### src/rtl/seg7_pkg.sv
// rtl/seg7_pkg.sv - segment codes and scan timing helpers for the seven-segment driver
package seg7_pkg;

  // Active-low g..a patterns; the dp bit is added by the driver.
  localparam logic [6:0] SEG_0     = 7'h40;
  localparam logic [6:0] SEG_1     = 7'h79;
  localparam logic [6:0] SEG_2     = 7'h24;
  localparam logic [6:0] SEG_3     = 7'h30;
  localparam logic [6:0] SEG_4     = 7'h19;
  localparam logic [6:0] SEG_5     = 7'h12;
  localparam logic [6:0] SEG_6     = 7'h02;
  localparam logic [6:0] SEG_7     = 7'h78;
  localparam logic [6:0] SEG_8     = 7'h00;
  localparam logic [6:0] SEG_9     = 7'h10;
  localparam logic [6:0] SEG_A     = 7'h08;
  localparam logic [6:0] SEG_B     = 7'h03;
  localparam logic [6:0] SEG_C     = 7'h46;
  localparam logic [6:0] SEG_D     = 7'h21;
  localparam logic [6:0] SEG_E     = 7'h06;
  localparam logic [6:0] SEG_F     = 7'h0E;
  localparam logic [6:0] SEG_DASH  = 7'h3F;
  localparam logic [6:0] SEG_BLANK = 7'h7F;

  function automatic int calc_slot(input int clk_hz, input int refresh_hz, input int digits);
    return clk_hz / (refresh_hz * digits);
  endfunction

  function automatic int calc_ph(input int slot, input int bright_w);
    return slot / (1 << bright_w);
  endfunction

endpackage

### src/rtl/seg7_decoder.sv
// rtl/seg7_decoder.sv - 4-bit code to active-low seven-segment pattern
module seg7_decoder
  import seg7_pkg::*;
#(
  parameter int HEX_EN = 1
) (
  input  logic [3:0] code,
  output logic [6:0] seg_n
);

  always_comb begin
    seg_n = SEG_DASH;
    case (code)
      4'h0: seg_n = SEG_0;
      4'h1: seg_n = SEG_1;
      4'h2: seg_n = SEG_2;
      4'h3: seg_n = SEG_3;
      4'h4: seg_n = SEG_4;
      4'h5: seg_n = SEG_5;
      4'h6: seg_n = SEG_6;
      4'h7: seg_n = SEG_7;
      4'h8: seg_n = SEG_8;
      4'h9: seg_n = SEG_9;
      4'hA: seg_n = (HEX_EN != 0) ? SEG_A : SEG_DASH;
      4'hB: seg_n = (HEX_EN != 0) ? SEG_B : SEG_DASH;
      4'hC: seg_n = (HEX_EN != 0) ? SEG_C : SEG_DASH;
      4'hD: seg_n = (HEX_EN != 0) ? SEG_D : SEG_DASH;
      4'hE: seg_n = (HEX_EN != 0) ? SEG_E : SEG_DASH;
      default: seg_n = (HEX_EN != 0) ? SEG_F : SEG_DASH;
    endcase
  end

endmodule

### src/rtl/seg7_scan_driver.sv
// rtl/seg7_scan_driver.sv - multiplexed common-anode 7-seg driver with double buffer, LZ blanking and PWM
module seg7_scan_driver
  import seg7_pkg::*;
#(
  parameter int CLK_HZ     = 100_000_000,
  parameter int REFRESH_HZ = 1000,
  parameter int DIGITS     = 4,
  parameter int BRIGHT_W   = 3,
  parameter int HEX_EN     = 1
) (
  input  logic                  clk,
  input  logic                  reset,
  input  logic [4*DIGITS-1:0]   bcd_ip,
  input  logic [DIGITS-1:0]     dp_ip,
  input  logic                  blank_lz,
  input  logic [BRIGHT_W-1:0]   brightness,
  input  logic                  load,
  output logic [DIGITS-1:0]     anode_n,
  output logic [7:0]            cathode_n,
  output logic                  frame_done
);

  localparam int SLOT = calc_slot(CLK_HZ, REFRESH_HZ, DIGITS);
  localparam int PH   = calc_ph(SLOT, BRIGHT_W);
  localparam int CW   = (SLOT > 1) ? $clog2(SLOT) : 1;
  localparam int DW   = $clog2(DIGITS);

  if (PH < 1) begin : g_ph_check
    $error("seg7_scan_driver: CLK_HZ too low for REFRESH_HZ, DIGITS and BRIGHT_W");
  end

  logic [CW-1:0]       c, c_next;
  logic [DW-1:0]       d, d_next;
  logic                slot_end, frame_end;
  logic [4*DIGITS-1:0] shadow_bcd, active_bcd, src_bcd;
  logic [DIGITS-1:0]   shadow_dp, active_dp, src_dp, lz_blank;
  logic                zero_run;
  logic [3:0]          sel_code;
  logic                sel_dp, sel_blank, lit;
  logic [6:0]          dec_seg;
  logic [31:0]         lit_limit;

  assign slot_end   = (c == CW'(SLOT - 1));
  assign frame_end  = slot_end && (d == DW'(DIGITS - 1));
  assign frame_done = frame_end;

  assign c_next = slot_end ? '0 : c + CW'(1);
  assign d_next = slot_end ? (frame_end ? '0 : d + DW'(1)) : d;

  // The wrap edge computes digit 0 of the new frame, so it must decode the
  // shadow value that active is taking at that same edge.
  assign src_bcd = frame_end ? shadow_bcd : active_bcd;
  assign src_dp  = frame_end ? shadow_dp  : active_dp;

  always_comb begin
    zero_run = 1'b1;
    lz_blank = '0;
    for (int k = DIGITS - 1; k >= 1; k--) begin
      zero_run    = zero_run & (src_bcd[4*k +: 4] == 4'd0);
      lz_blank[k] = blank_lz & zero_run;
    end
  end

  always_comb begin
    sel_code  = '0;
    sel_dp    = 1'b0;
    sel_blank = 1'b0;
    for (int k = 0; k < DIGITS; k++) begin
      if (d_next == DW'(k)) begin
        sel_code  = src_bcd[4*k +: 4];
        sel_dp    = src_dp[k];
        sel_blank = lz_blank[k];
      end
    end
  end

  seg7_decoder #(.HEX_EN(HEX_EN)) u_decoder (
    .code  (sel_code),
    .seg_n (dec_seg)
  );

  // c=0 stays dark so the cathode change never shows on the previous digit.
  assign lit_limit = (32'(brightness) + 32'd1) * 32'(PH);
  assign lit       = (c_next != '0) && (32'(c_next) < lit_limit);

  always_ff @(posedge clk or posedge reset) begin
    if (reset) begin
      c          <= '0;
      d          <= '0;
      shadow_bcd <= '0;
      shadow_dp  <= '0;
      active_bcd <= '0;
      active_dp  <= '0;
      anode_n    <= '1;
      cathode_n  <= 8'hFF;
    end else begin
      c <= c_next;
      d <= d_next;
      if (load) begin
        shadow_bcd <= bcd_ip;
        shadow_dp  <= dp_ip;
      end
      if (frame_end) begin
        active_bcd <= shadow_bcd;
        active_dp  <= shadow_dp;
      end
      anode_n <= ~({{(DIGITS-1){1'b0}}, lit} << d_next);
      if (slot_end)
        cathode_n <= {~sel_dp, sel_blank ? SEG_BLANK : dec_seg};
    end
  end

endmodule
### config.mk
export PLATFORM = sky130hd
export DESIGN_NAME = seg7_scan_driver
export DESIGN_NICKNAME = d
export VERILOG_FILES = /design/src/rtl/seg7_pkg.sv /design/src/rtl/seg7_decoder.sv /design/src/rtl/seg7_scan_driver.sv
export SDC_FILE = /design/constraint.sdc
export NUM_CORES = 1
export LEC_CHECK = 0
export ABC_AREA = 0
export CAP_MARGIN = 20
export CORE_UTILIZATION = 30
export CTS_BUF_LIST = sky130_fd_sc_hd__clkbuf_8
export DETAILED_ROUTE_END_ITERATION = 16
export PLACE_DENSITY_LB_ADDON = 0.08
export SYNTH_ARGS = -nofsm -noshare
export SYNTH_HDL_FRONTEND = slang
export SYNTH_SLANG_ARGS = --single-unit
export TNS_END_PERCENT = 5
### constraint.sdc
create_clock -name clk -period 6.95 [get_ports clk]
set_clock_uncertainty 0.2 [all_clocks]
set_input_delay 1.39 -clock clk [delete_from_list [all_inputs] [get_ports clk]]
set_output_delay 1.39 -clock clk [all_outputs]
set_load 0.05 [all_outputs]
==> impl_metrics.py <==
metrics = {
    "status": {
        "outcome": "complete, no violations",
    },
    "pwr": {
        "power_density_mw_per_mm2": 171,
        "leakage_nw": 2.39,
        "max-vdd-ir-drop_mv": 0.0820,
        "p_total_mw": 0.891,
    },
    "timing": {
        "finalCritPeriodShare_pct": 85.6,
        "fin_tns_setup_ps": 0,
        "fin_hold_ws_ps": 261,
        "fmax_ghz": 0.168,
        "setup_viol": 0,
        "setup_ws_ps": 1000,
        "rsz0062_at_grt": "false",
        "drv_slew": 0,
        "finalCriticalPeriod_ps": 5950,
        "worstMarginPinSlew_ps": 944,
        "slew-limit-headroom_pct": 36.6,
        "hold_viol": 0,
    },
    "worst_setup_path": {
        "timing.rr.start": "d[0]$_DFF_PP0_",
        "critPathSlowestCell": "clkdlybuf4s50_1",
        "cp_max_fo": 7,
        "crit_path_end_kind": "flop",
        "cp_cell_sequence": "clkdlybuf4s50_1, inv_1, ha_1, ha_1, xnor2_1, ha_1, a21o_1, ha_1, a21o_1, a21oi_1, o21ai_0, xnor2_1, ha_1, a21o_1, a21o_1, a21o_1, a211oi_1, o221ai_1, a22oi_1, nand3_1",
        "critPathMaxStageDelay_ps": 650,
        "crit_arrival_ps": 6010,
        "start_kind": "input port",
        "cp-startpoint": "brightness[0]",
        "required_ps": 7010,
        "critical_path_class": "input port to flop",
    },
    "clocking": {
        "cts_tree": "built",
        "htree_levels": 3,
        "cts-root-buf": "clkbuf_8",
        "clk_latency_ps": 360,
        "holdBufCountCts": 0,
        "cts_num_sinks": 69,
        "clock_path_buffers": 2,
        "cts_inserted_buffers": 9,
        "postCtsResizedCells": 0,
        "path_clk_slew_ps": 70,
        "postCtsSetupBuffers": 0,
    },
    "cells_and_area": {
        "layout_commonest_cell": "dfrtp_1",
        "nFillCells": 1437,
        "num_antenna_cells": 0,
        "mostFrequentLayoutCells": "57 x dfrtp_1, 40 x ha_1, 39 x clkdlybuf4s50_1",
        "final_cells": 639,
        "drive_above_1_share_pct": 17.6,
        "areaGrowthSynthToFinish_pct": 17.1,
        "layout.nets": 517,
    },
    "grt": {
        "first_global_vias": 3170,
        "grt_max_degree": 70,
        "antenna_found_initial": 0,
        "grt_overflow_total": 0,
        "grt_pass1_wl_um": 16800,
        "track_usage_pct": 14.6,
    },
    "synthesis": {
        "synth_fp_nets": 478,
        "synth.yosys.seq_area_share_pct": 39.1,
        "ys_async_sr_fraction_pct": 100,
        "synth_seq_cells": 69,
        "ys_types": 59,
        "avgSynthCellArea_um2": 10.8,
        "synth_edf_count": 0,
        "synth_ff_type": "dfrtp_1",
        "syn_inst": 411,
        "yosys_warnings": 0,
        "synthesis.area_mm2": 0.00445,
    },
    "detailed_routing": {
        "drtAntennaViolNets": 0,
        "vias_per_cell": 5.01,
        "drc": 0,
        "drt_iter0_drc": 146,
        "wl_per_cell_um": 16.1,
        "drtPass1Iterations": 4,
        "vias": 3202,
        "drt-total-wl_um": 10300,
    },
    "place": {
        "io_buffers": 39,
        "dp_cells": 623,
        "dp_hpwl_um": 7630,
        "pre_cts_ws_ps": 608,
        "place.gp.congestion": 0.759,
    },
    "min_path": {
        "hold_start": "cathode_n[7]$_DFFE_PP1P_",
        "worstHoldPathType": "flop to flop",
    },
    "flow_run": {
        "drv_cap": 0,
    },
    "floorplanning": {
        "fp.coreArea_mm2": 0.0145,
        "die_y_um": 124,
        "rows": 44,
        "die_area_mm2": 0.0153,
        "die_x_um": 124,
        "io_pins": 40,
        "initial_core_util_pct": 30.7,
    },
}
==> critical path, delay by kind of cell <==
| kind | cells | cell delay (ps) |
|---|---|---|
| AO/OA/AOI/OAI | 10 | 1910 |
| XOR/XNOR | 2 | 310 |
| adder cells (fa/ha/maj) | 5 | 1430 |
| buffers and inverters | 2 | 810 |
| AND/OR/NAND/NOR | 1 | 120 |
==> flip-flops by register name, indices dropped and copies added, names as in the netlist <==
name	flops
active_bcd	16
c	15
cathode_n	8
shadow_dp	4
shadow_bcd	16
active_dp	4
d	2
anode_n	4
==> layout make-up <==
cell class / count / area, um^2 / area share, %
multi-input combinational: 300 / 2520 / 48.4
sequential: 69 / 1740 / 33.4
timing repair buffer: 43 / 420 / 8.07
tap: 184 / 230 / 4.42
clock buffer: 10 / 138 / 2.64
inverter: 27 / 101 / 1.95
clock inverter: 6 / 55.1 / 1.06
==> cells by family after synthesis <==
| group | synth area share [%] |
|---|---|
| DFF | 39.1 |
| buffers and inverters | 4.13 |
| adders and majority gates | 11.2 |
| AOI/OAI and AO/OA | 9.93 |
| xor gates and xnor gates | 5.32 |
| muxes | 17.4 |
| and+or+nand+nor | 12.9 |
==> through the flow <==
| step | util [%] | cell area [um^2] |
|---|---|---|
| 5_1_grt | 36.0 | 5210 |
| 6_report | 36.0 | 5210 |
| 3_5_place_dp | 34.7 | 5020 |
| 4_1_cts | 36.0 | 5210 |
| 3_3_place_gp | 34.7 | 5020 |
| 2_1_floorplan | - | 4450 |
==> power by group <==
group	leakage [nW]	total [mW]	internal, mW	switching (mW)
Sequential	0.862	0.423	0.414	0.00925
Combinational	1.42	0.139	0.0678	0.0709
Clock	0.105	0.329	0.172	0.157
==> path summary, 6_finish.rpt <==
check	to	slack, ps	cells past startpoint
setup / recovery	anode_n[2]$_DFF_PP1_	1000	20
hold / removal	cathode_n[7]$_DFFE_PP1P_	260	2
setup reg to reg	cathode_n[3]$_DFFE_PP1P_	2020	11
hold reg to reg	cathode_n[7]$_DFFE_PP1P_	260	2
max in group asynchronous	active_bcd[3]$_DFF_PP0_	4560	3
min in group asynchronous	c[5]$_DFF_PP0_	1410	3
==> cell usage after synthesis, types with 2 or more instances <==
| cell type | count | share of area (%) |
|---|---|---|
| a211o_1 | 3 | 0.59 |
| a211oi_1 | 4 | 0.67 |
| a21o_1 | 10 | 1.7 |
| a21oi_1 | 11 | 1.2 |
| a22oi_1 | 3 | 0.51 |
| a31oi_1 | 4 | 0.56 |
| and2_1 | 5 | 0.70 |
| and3_1 | 4 | 0.56 |
| and4_1 | 2 | 0.39 |
| buf_2 | 3 | 0.34 |
| buf_4 | 2 | 0.34 |
| buf_6 | 2 | 0.51 |
| clkbuf_1 | 7 | 0.59 |
| dfrtp_1 | 57 | 32 |
| dfstp_2 | 12 | 7.1 |
| ha_1 | 40 | 11 |
| inv_1 | 27 | 2.3 |
| mux2_1 | 3 | 0.76 |
| mux2_2 | 36 | 9.1 |
| mux2i_1 | 23 | 5.2 |
| mux2i_4 | 2 | 1.0 |
| mux4_2 | 2 | 1.0 |
| nand2_1 | 17 | 1.4 |
| nand3_1 | 10 | 1.1 |
| nand4_1 | 8 | 1.1 |
| nor2_1 | 26 | 2.2 |
| nor2b_1 | 2 | 0.28 |
| nor3_1 | 9 | 1.0 |
| nor3b_1 | 2 | 0.34 |
| nor4_1 | 4 | 0.56 |
| nor4_4 | 2 | 0.96 |
| o21a_1 | 3 | 0.51 |
| o21ai_0 | 12 | 1.3 |
| o21ai_1 | 2 | 0.22 |
| or3_1 | 3 | 0.42 |
| xnor2_1 | 14 | 2.8 |
| xor2_1 | 13 | 2.6 |
==> per-layer routing <==
| metal | part of all wire, % | vias up | track usage, % | routed length, um |
|---|---|---|---|---|
| met3 | 3.2 | 10 | 3.53 | 332 |
| met2 | 47 | 42 | 22.8 | 4800 |
| met5 | 0 | - | 0 | 0 |
| li1 | - | 1561 | - | - |
| met4 | 1.3 | 0 | 4.82 | 138 |
| met1 | 49 | 1589 | 19.8 | 5000 |
Note: power is estimated with default switching activity, not from simulation.
